[config.mk]
export PLATFORM = sky130hd
export DESIGN_NAME = regfile_fwd_hz
export DESIGN_NICKNAME = d
export VERILOG_FILES = /design/src/rtl/regfile_fwd_hz.sv
export SDC_FILE = /design/constraint.sdc
export NUM_CORES = 2
export LEC_CHECK = 0
export BUFFER_PORTS_ARGS = -buffer_cell sky130_fd_sc_hd__buf_2
export CAP_MARGIN = 10
export CORE_MARGIN = 10
export CORE_UTILIZATION = 41
export DETAILED_ROUTE_END_ITERATION = 6
export GPL_TIMING_DRIVEN = 0
export PLACE_DENSITY = 0.66
export SKIP_LAST_GASP = 1
export SYNTH_ARGS = -nofsm -noshare
export SYNTH_HDL_FRONTEND = slang
export SYNTH_SLANG_ARGS = --single-unit
export TNS_END_PERCENT = 5
[constraint.sdc]
create_clock -name clk -period 3 [get_ports clk]
set_input_delay 0.3 -clock clk [delete_from_list [all_inputs] [get_ports clk]]
set_output_delay 0.3 -clock clk [all_outputs]
set_load 0.02 [all_outputs]
[src/rtl/regfile_fwd_hz.sv]
`default_nettype none
// ============================================================================
// Module   : regfile_fwd_hz
// Purpose  : ID-stage integer register file with HI/LO storage, EX/MEM/WB
//            result bypass, a registered HI/LO-busy scoreboard for multicycle
//            mult/div, and a single stall request for load-use and HI/LO-busy
//            hazards.
// Revision : 1.0 - initial release
// ----------------------------------------------------------------------------
// Parameters
//   DW      data width of GPRs and HI/LO
//   AW      register address width (2**AW entries, entry 0 reads as zero)
//   NUM_RD  number of combinational GPR read ports
// Ports
//   clk, resetn                          clock, async active-low reset
//   rd_en / raddr / rdata                GPR read ports (port i packed at
//                                        [i*AW +: AW] / [i*DW +: DW])
//   we / waddr / wdata                   WB commit write
//   ex_*  / mem_*                        EX / MEM stage GPR results
//   hi_we / lo_we / hi_wdata / lo_wdata  WB commit to HI / LO
//   ex_hi_we .. mem_lo                   EX / MEM stage HI/LO results
//   hilo_busy_set / hilo_busy_clr        multicycle op started / finished
//   hi_rd_en / lo_rd_en                  ID instruction reads HI / LO
//   hi_rdata / lo_rdata                  HI / LO read data
//   hilo_busy                            registered scoreboard flag
//   stall_req                            hold IF/ID, bubble into EX
// Configuration macro
//   RF_BYPASS_EN  defined   : full EX/MEM/WB bypass, stall only on load-use
//                             and HI/LO busy.
//                 undefined : only the same-cycle WB write is bypassed; any
//                             in-flight EX/MEM producer stalls the reader.
// ============================================================================
module regfile_fwd_hz #(
    parameter int DW     = 32,
    parameter int AW     = 5,
    parameter int NUM_RD = 2
) (
    input  logic                 clk,
    input  logic                 resetn,

    input  logic [NUM_RD-1:0]    rd_en,
    input  logic [NUM_RD*AW-1:0] raddr,
    output logic [NUM_RD*DW-1:0] rdata,

    input  logic                 we,
    input  logic [AW-1:0]        waddr,
    input  logic [DW-1:0]        wdata,

    input  logic                 ex_we,
    input  logic [AW-1:0]        ex_waddr,
    input  logic [DW-1:0]        ex_wdata,
    input  logic                 ex_is_load,

    input  logic                 mem_we,
    input  logic [AW-1:0]        mem_waddr,
    input  logic [DW-1:0]        mem_wdata,
    input  logic                 mem_is_load,

    input  logic                 hi_we,
    input  logic                 lo_we,
    input  logic [DW-1:0]        hi_wdata,
    input  logic [DW-1:0]        lo_wdata,

    input  logic                 ex_hi_we,
    input  logic                 ex_lo_we,
    input  logic [DW-1:0]        ex_hi,
    input  logic [DW-1:0]        ex_lo,

    input  logic                 mem_hi_we,
    input  logic                 mem_lo_we,
    input  logic [DW-1:0]        mem_hi,
    input  logic [DW-1:0]        mem_lo,

    input  logic                 hilo_busy_set,
    input  logic                 hilo_busy_clr,

    input  logic                 hi_rd_en,
    input  logic                 lo_rd_en,
    output logic [DW-1:0]        hi_rdata,
    output logic [DW-1:0]        lo_rdata,

    output logic                 hilo_busy,
    output logic                 stall_req
);

    localparam int C_DEPTH = 2 ** AW;

    // ------------------------------------------------------------------------
    // State
    // ------------------------------------------------------------------------
    logic [DW-1:0] gpr_q [0:C_DEPTH-1];
    logic [DW-1:0] gpr_d [0:C_DEPTH-1];
    logic [DW-1:0] hi_q, hi_d;
    logic [DW-1:0] lo_q, lo_d;
    logic          busy_q, busy_d;

    // Next-state: entry 0 is never written so it stays at its reset value.
    always_comb begin
        for (int k = 0; k < C_DEPTH; k++) begin
            gpr_d[k] = gpr_q[k];
        end
        if (we && (waddr != '0)) begin
            gpr_d[waddr] = wdata;
        end
    end

    always_comb begin
        hi_d = hi_q;
        lo_d = lo_q;
        if (hi_we) hi_d = hi_wdata;
        if (lo_we) lo_d = lo_wdata;
    end

    // Set has priority over clear so a new op issued in the same cycle the
    // previous one finishes keeps the scoreboard busy.
    always_comb begin
        busy_d = busy_q;
        if (hilo_busy_set) begin
            busy_d = 1'b1;
        end else if (hilo_busy_clr) begin
            busy_d = 1'b0;
        end
    end

    always_ff @(posedge clk or negedge resetn) begin
        if (!resetn) begin
            for (int k = 0; k < C_DEPTH; k++) begin
                gpr_q[k] <= '0;
            end
            hi_q   <= '0;
            lo_q   <= '0;
            busy_q <= 1'b0;
        end else begin
            for (int k = 0; k < C_DEPTH; k++) begin
                gpr_q[k] <= gpr_d[k];
            end
            hi_q   <= hi_d;
            lo_q   <= lo_d;
            busy_q <= busy_d;
        end
    end

    // ------------------------------------------------------------------------
    // GPR read ports and per-port load-use hazard
    // ------------------------------------------------------------------------
    logic [NUM_RD-1:0] w_hazard;

    for (genvar gi = 0; gi < NUM_RD; gi++) begin : g_rd_port
        logic [AW-1:0] w_addr;
        logic          w_addr_nz;
        logic          w_ex_hit;
        logic          w_mem_hit;
        logic          w_wb_hit;
        logic [DW-1:0] w_data;

        assign w_addr    = raddr[gi*AW +: AW];
        assign w_addr_nz = (w_addr != '0);

        // A producer targeting r0 must never match, even when the reader
        // also addresses r0.
        assign w_ex_hit  = ex_we  && (ex_waddr  != '0) && (ex_waddr  == w_addr);
        assign w_mem_hit = mem_we && (mem_waddr != '0) && (mem_waddr == w_addr);
        assign w_wb_hit  = we     && (waddr     != '0) && (waddr     == w_addr);

        always_comb begin
            w_data = gpr_q[w_addr];
`ifdef RF_BYPASS_EN
            if (!w_addr_nz) begin
                w_data = '0;
            end else if (w_ex_hit) begin
                w_data = ex_wdata;
            end else if (w_mem_hit) begin
                w_data = mem_wdata;
            end else if (w_wb_hit) begin
                w_data = wdata;
            end
`else
            if (!w_addr_nz) begin
                w_data = '0;
            end else if (w_wb_hit) begin
                w_data = wdata;
            end
`endif
        end

        // Reset forces the outputs to zero even though the WB bypass path
        // would otherwise pass live inputs straight through.
        assign rdata[gi*DW +: DW] = resetn ? w_data : '0;

`ifdef RF_BYPASS_EN
        // Youngest producer decides: a non-load EX hit masks an older MEM load.
        assign w_hazard[gi] = rd_en[gi] && w_addr_nz &&
                              (w_ex_hit ? ex_is_load : (w_mem_hit && mem_is_load));
`else
        assign w_hazard[gi] = rd_en[gi] && w_addr_nz && (w_ex_hit || w_mem_hit);
`endif
    end

    // ------------------------------------------------------------------------
    // HI/LO read and HI/LO hazard
    // ------------------------------------------------------------------------
    logic [DW-1:0] w_hi;
    logic [DW-1:0] w_lo;
    logic          w_hilo_stall;
    logic          w_hilo_rd;

    assign w_hilo_rd = hi_rd_en | lo_rd_en;

`ifdef RF_BYPASS_EN
    always_comb begin
        if (ex_hi_we) begin
            w_hi = ex_hi;
        end else if (mem_hi_we) begin
            w_hi = mem_hi;
        end else if (hi_we) begin
            w_hi = hi_wdata;
        end else begin
            w_hi = hi_q;
        end
    end

    always_comb begin
        if (ex_lo_we) begin
            w_lo = ex_lo;
        end else if (mem_lo_we) begin
            w_lo = mem_lo;
        end else if (lo_we) begin
            w_lo = lo_wdata;
        end else begin
            w_lo = lo_q;
        end
    end

    // The registered flag is used on purpose: the clear cycle still stalls and
    // the result is picked up next cycle through the bypass.
    assign w_hilo_stall = w_hilo_rd && busy_q;
`else
    assign w_hi = hi_we ? hi_wdata : hi_q;
    assign w_lo = lo_we ? lo_wdata : lo_q;

    assign w_hilo_stall = w_hilo_rd &&
                          (ex_hi_we || ex_lo_we || mem_hi_we || mem_lo_we || busy_q);

    // Bypass-only inputs have no consumer in this build.
    logic w_unused_nobypass;
    assign w_unused_nobypass = ^{ex_wdata, mem_wdata, ex_is_load, mem_is_load,
                                 ex_hi, ex_lo, mem_hi, mem_lo};
`endif

    assign hi_rdata  = resetn ? w_hi : '0;
    assign lo_rdata  = resetn ? w_lo : '0;
    assign hilo_busy = busy_q;
    assign stall_req = resetn && ((|w_hazard) || w_hilo_stall);

endmodule
`default_nettype wire
# --- Word level (Yosys, flattened, before mapping) ---
# Index checks and enable logic that the tools add are counted.
classes:
  n_lt_le_gt_ge: 4
  eq_ne: 6
  n_mux: 21
  bitwise_logic: 4
  n_reduce_logical: 30
ops:
  columns: ["op", "count"]
  rows:
  - ["$bwmux 1024", 1]
  - ["$mux 32", 15]
  - ["$bmux 32 s5", 2]
  - ["$demux 32 s5", 1]
  - ["$eq 5x5->1", 6]
  - ["$reduce_bool 5->1", 5]
  - ["$ge 6x6->1 const B", 3]
  - ["$not 5->6", 3]
  - ["$logic_and 1x1->1", 16]
  - ["$logic_or 1x1->1", 7]
  - ["$lt 6x1->1 const B", 1]
  - ["$mux 1", 2]
  - ["$reduce_bool 2->1", 1]
  - ["$reduce_or 2->1", 1]
  - ["$or 1x1->1", 1]
totals:
  reg_bits: 1089
  in_bits: 332
  output_inout_bits: 130

# --- Logic depth before layout (Yosys ltp) ---
depth:
  depth_word: 8
  depth_mapped: 10

# --- Worst setup path after synthesis ---
# Ideal clock, no wire load.
synth_timing:
  path_type: "input -> output"
  from: "input raddr[1]"
  to: "output rdata[31]"
  t_arrival_ns: 2.223
  required_ns: 2.700
  slack_ns: 0.477
  path_stages: 7
  path_cell_list: "buf_2 > buf_2 > clkbuf_1 > mux4_2 > mux4_2 > nor2b_1 > a211o_1"
synth_between:
  elab_chain_cells: 7
  elab_cells_between_ends: 10
  classes_between: "1 x eq/ne; 6 x mux; 1 x bitwise; 2 x reduce/logical"
synth_rtl:
  columns: ["item", "line_no", "text"]
  rows:
  - ["start: declaration", "42", "input logic [NUM_RD*AW-1:0] raddr,"]
  - ["$not 5->6 (not written as such)", "166", "w_data = gpr_q[w_addr];"]
  - ["$bmux 32 s5", "166", null]
  - ["$mux 32 (not written as such) (2 in series)", "166", null]
  - ["$mux 32", "180", "end else if (w_wb_hit) begin"]
  - ["$mux 32 (*)", "178", "if (!w_addr_nz) begin"]
  - ["$mux 32 (*)", "188", "assign rdata[gi*DW +: DW] = resetn ? w_data : '0;"]
  - ["end: declaration", "43", "output logic [NUM_RD*DW-1:0] rdata,"]
# Every way passes the cells marked *; elsewhere a longest branch is shown, timed or not. The select of a mux whose other input is x is not followed.

# --- Worst setup path after layout ---
layout_timing:
  from: "input raddr[8]"
  to: "output rdata[58]"
# The elaborated chain is that of the path after synthesis.

==> reports/qor.csv <==
stage,metric,value,unit
yosys,number of flops mapped to enable cells by yosys,0,
grt,vias in the first global route,44940,
floorplanning,number of cell rows,138,
setup_path,Worst Path Max Fanout,10,
timing,worst path setup slack after routing,-329.1,ps
detailed_routing,highest metal layer with signal wires,met5,
finish,multi-input gate area in the final layout,30220,um2
finish,area of all sequential standard cells,27250,um2
detailed_routing,1st-iter DRT viols,7041,
setup_path,reg2reg end,lo_q[0],
timing,slew of the pin with the lowest slew margin,1427,ps
setup_path,worst setup path category,primary input to output pin,
detailed_routing,average via count per standard cell,6.891,
detailed_routing,Total Routed Length,276500,um
yosys,commonest cells in the netlist,"dfrtp_1, mux2_2, mux4_2",
yosys,syn_area_per_cell,14.18,um2
clock_network,count of H-tree levels built during CTS,3,
clock_network,TritonCTS clock tree,yes,
detailed_routing,Post-route DRC,0,
setup_path,Startpoint Class,primary input,
detailed_routing,routed length per instance,41.02,um
setup_path,r2r startpoint,lo_q[0],
power_and_ir_drop,maximum ir drop on the vdd rail,490.9,uV
yosys,Synth Flop Type,dfrtp_1,
yosys,count of synthesis-stage warnings from yosys,0,
timing,worst-case hold slack,-48.91,ps
yosys,area share of the leading cell type in the synthesized netlist,46.41,%
detailed_routing,Metal-1 WL,100000,um
yosys,#FFs+latches synth,1089,
detailed_routing,Antenna Violating Nets Remaining,0,
setup_path,CP Data Arrival Time,3030,ps
placed_design,dpl cell area,63090,um2
floorplanning,total core area,141900,um2
timing,count of endpoints failing setup in the final report,65,
job,max-cap violations,0,
placed_design,routability cong.,1.030,
clock_network,clock-pin slew of the registers on the worst-case setup and hold paths,60,ps
grt,initial antenna violation count,21,
placed_design,cell count after placement,6328,
grt,wire length of the first global-routing pass,372900,um
placed_design,final HPWL from detailed placement,188700,um
detailed_routing,total length of routed met2 wires,109700,um
timing,portion of the clock cycle consumed by the worst path in the final layout,111.0,%
detailed_routing,routed wire length on met3,42400,um
setup_path,kind of capture point of the worst setup path,output pin,
placed_design,buffers added on ports,257,
timing,Final Hold Vio Count,17,
grt,total track usage,33.80,%
floorplanning,die boundary height,398.4,um
outcome,violated checks,"negative hold slack, negative setup slack",
yosys,cell count after synthesis,4141,
finish,summed area of non-filler cells in the final layout,71440,um2
power_and_ir_drop,static leakage power,31.53,nW
power_and_ir_drop,Final Total Pwr,46.00,mW
timing,RSZ-0062 raised after global routing,yes,
yosys,share of synthesized flip-flops with an asynchronous set or reset,100.0,%
yosys,count of different cell masters after synthesis,56,
finish,Finished Layout Cells,6742,
timing,maximum clock skew at final layout,0,ps
finish,Final #Nets,5061,
floorplanning,io pins,462,
floorplanning,die footprint,158700,um2
worst_hold_path,classification of the worst-slack hold path,primary input to async pin,
clock_network,clock net sink count,1089,
yosys,library cell occupying the most area in the post-synthesis netlist,dfrtp_1,
clock_network,number of buffers on the longest clock path,3,
setup_path,depth of the worst register-to-register path,2,
yosys,part of the Yosys area used for sequential elements,46.41,%
yosys,area of the mapped netlist,58720,um2
grt,overflow left after global routing,0,
floorplanning,die outline width,398.4,um
timing,slew margin rel.,4.890,%
detailed_routing,vias after detailed routing,46460,
power_and_ir_drop,power density of the placed cells,643.9,nW/um2
yosys,most common cell in the netlist,dfrtp_1,
setup_path,Register-to-Register Setup Slack,1700,ps
finish,share of post-route cells with drive strength above 1,45.43,%
detailed_routing,Pre-antenna DRT Iters,7,
placed_design,post-placement setup slack,-2259,ps
floorplanning,Initial Util,41.37,%
outcome,status,finished with violations,
clock_network,number of buffers created by CTS,119,
setup_path,required time of the critical path,2700,ps
timing,Max Transition Viols Final,0,
timing,"Min Clock Period, post-route",3329,ps
timing,setup_tns,-12340,ps
yosys,Area contributors post-synth,"dfrtp_1, mux2_2, mux4_2",
yosys,syn_nets,4473,
clock_network,Clock Tree Root,clkbuf_16,
finish,synthesis-to-layout area growth,21.67,%
clock_network,source-to-sink clock delay at the later pin of the worst-skew pair,740,ps
finish,Filler Cells Inserted,12120,
timing,maximum achievable frequency,0.3004,GHz
grt,maximum number of pins on one net before global-route repair,174,
==> cell usage in the layout, fill, tap and decap left out, types with 11 or more instances in the layout <==
master,instances
buf_16,32
buf_6,33
buf_8,42
a211o_1,30
nor2_1,58
clkbuf_1,192
mux2_2,873
clkinv_2,25
mux4_2,376
buf_4,77
mux2i_1,262
nand2_1,31
clkbuf_4,33
nand2b_1,12
a21oi_1,42
dfrtp_1,1088
bufinv_16,14
nor2b_1,26
clkbuf_16,122
clkbuf_8,41
clkbuf_2,31
buf_1,51
diode_2,25
and2_1,66
xor2_1,15
buf_2,293
dlygate4sd3_1,99
o22ai_1,64
a221oi_1,52
a22oi_1,28
a221oi_2,21
buf_12,40
a221o_1,23
xnor2_1,15
nor3b_1,11
a21oi_2,16
nor3_1,33
o21ai_0,48
and3_1,11
mux2_1,302
==> cell type report <==
type / count / share of cell area [%]
well taps: 1890 / 3.310
plain buffers: 454 / 4.710
repair buffers: 471 / 5.613
diodes: 25 / 0.08757
clock buffers: 168 / 4.876
flip-flops and latches: 1089 / 38.15
clock inverters: 51 / 0.9090
multi-input cells: 2587 / 42.30
inverters: 7 / 0.05079
==> sequential cells by signal (all words and copies together), names as in the netlist <==
register	count
gpr_q	1024
hilo_busy	1
lo_q	32
hi_q	32
==> cells by family (layout without fill, tap and decap cells) <==
logic type / Yosys count / in the layout / share of synthesized area (%)
muxes: 1817 / 1817 / 41.49
other: 0 / 25 / 0
xor gates and xnor gates: 30 / 30 / 0.4475
buffers and inverters: 465 / 1151 / 3.616
DFF: 1089 / 1089 / 46.41
AOI/OAI and AO/OA: 414 / 414 / 5.063
and+or+nand+nor: 326 / 326 / 2.968
==> stage by stage <==
step | util [%] | hold WS, ps
finish | 50.33 | -48.91
global route | 50.29 | 6.819
CTS | 49.65 | 0.07733
detailed placement | 44.45 | 402.4
global placement | 43.94 | 452.4
floorplan | - | 4.409
==> power by group <==
group | total (mW) | internal [mW] | switching [mW]
sequential | 19.4 | 17.4 | 2.01
combinational | 10.7 | 5.51 | 5.22
clock | 15.9 | 9.24 | 6.62
==> repair_timing <==
action                                 in CTS  in global routing
resized for setup                         498                136
pin swaps                                  17                 18
buffers inserted                           13                 44
hold buffers                              110                  0
endpoints found under the hold margin     332                  0
gates cloned                                6                  1
setup endpoints to repair                 109                 65
==> worst max-delay path, stage by stage <==
cell      delay [ps]
buf_2            450
clkbuf_8         370
buf_4            460
nor2_1           330
a22oi_2          330
o211ai_1         170
a21oi_2          320
buf_2            240
==> worst max path at each step <==
stage | from | to | slack (ps)
finish | raddr[8] | rdata[58] | -330
global route | raddr[8] | rdata[46] | -160
CTS | gpr_q[910] | rdata[14] | -180
detailed placement | raddr[6] | rdata[47] | -2260
global placement | resetn | gpr_q[266] | -22620
floorplan | raddr[1] | rdata[31] | 480
==> metal layers <==
layer	track usage [%]	vias to the layer above
met1	41.55	24210
met3	16.71	1153
li1	-	17090
met4	23.65	20
met2	45.69	3985
met5	1.664	-
Power figures use the tool's default switching activity.
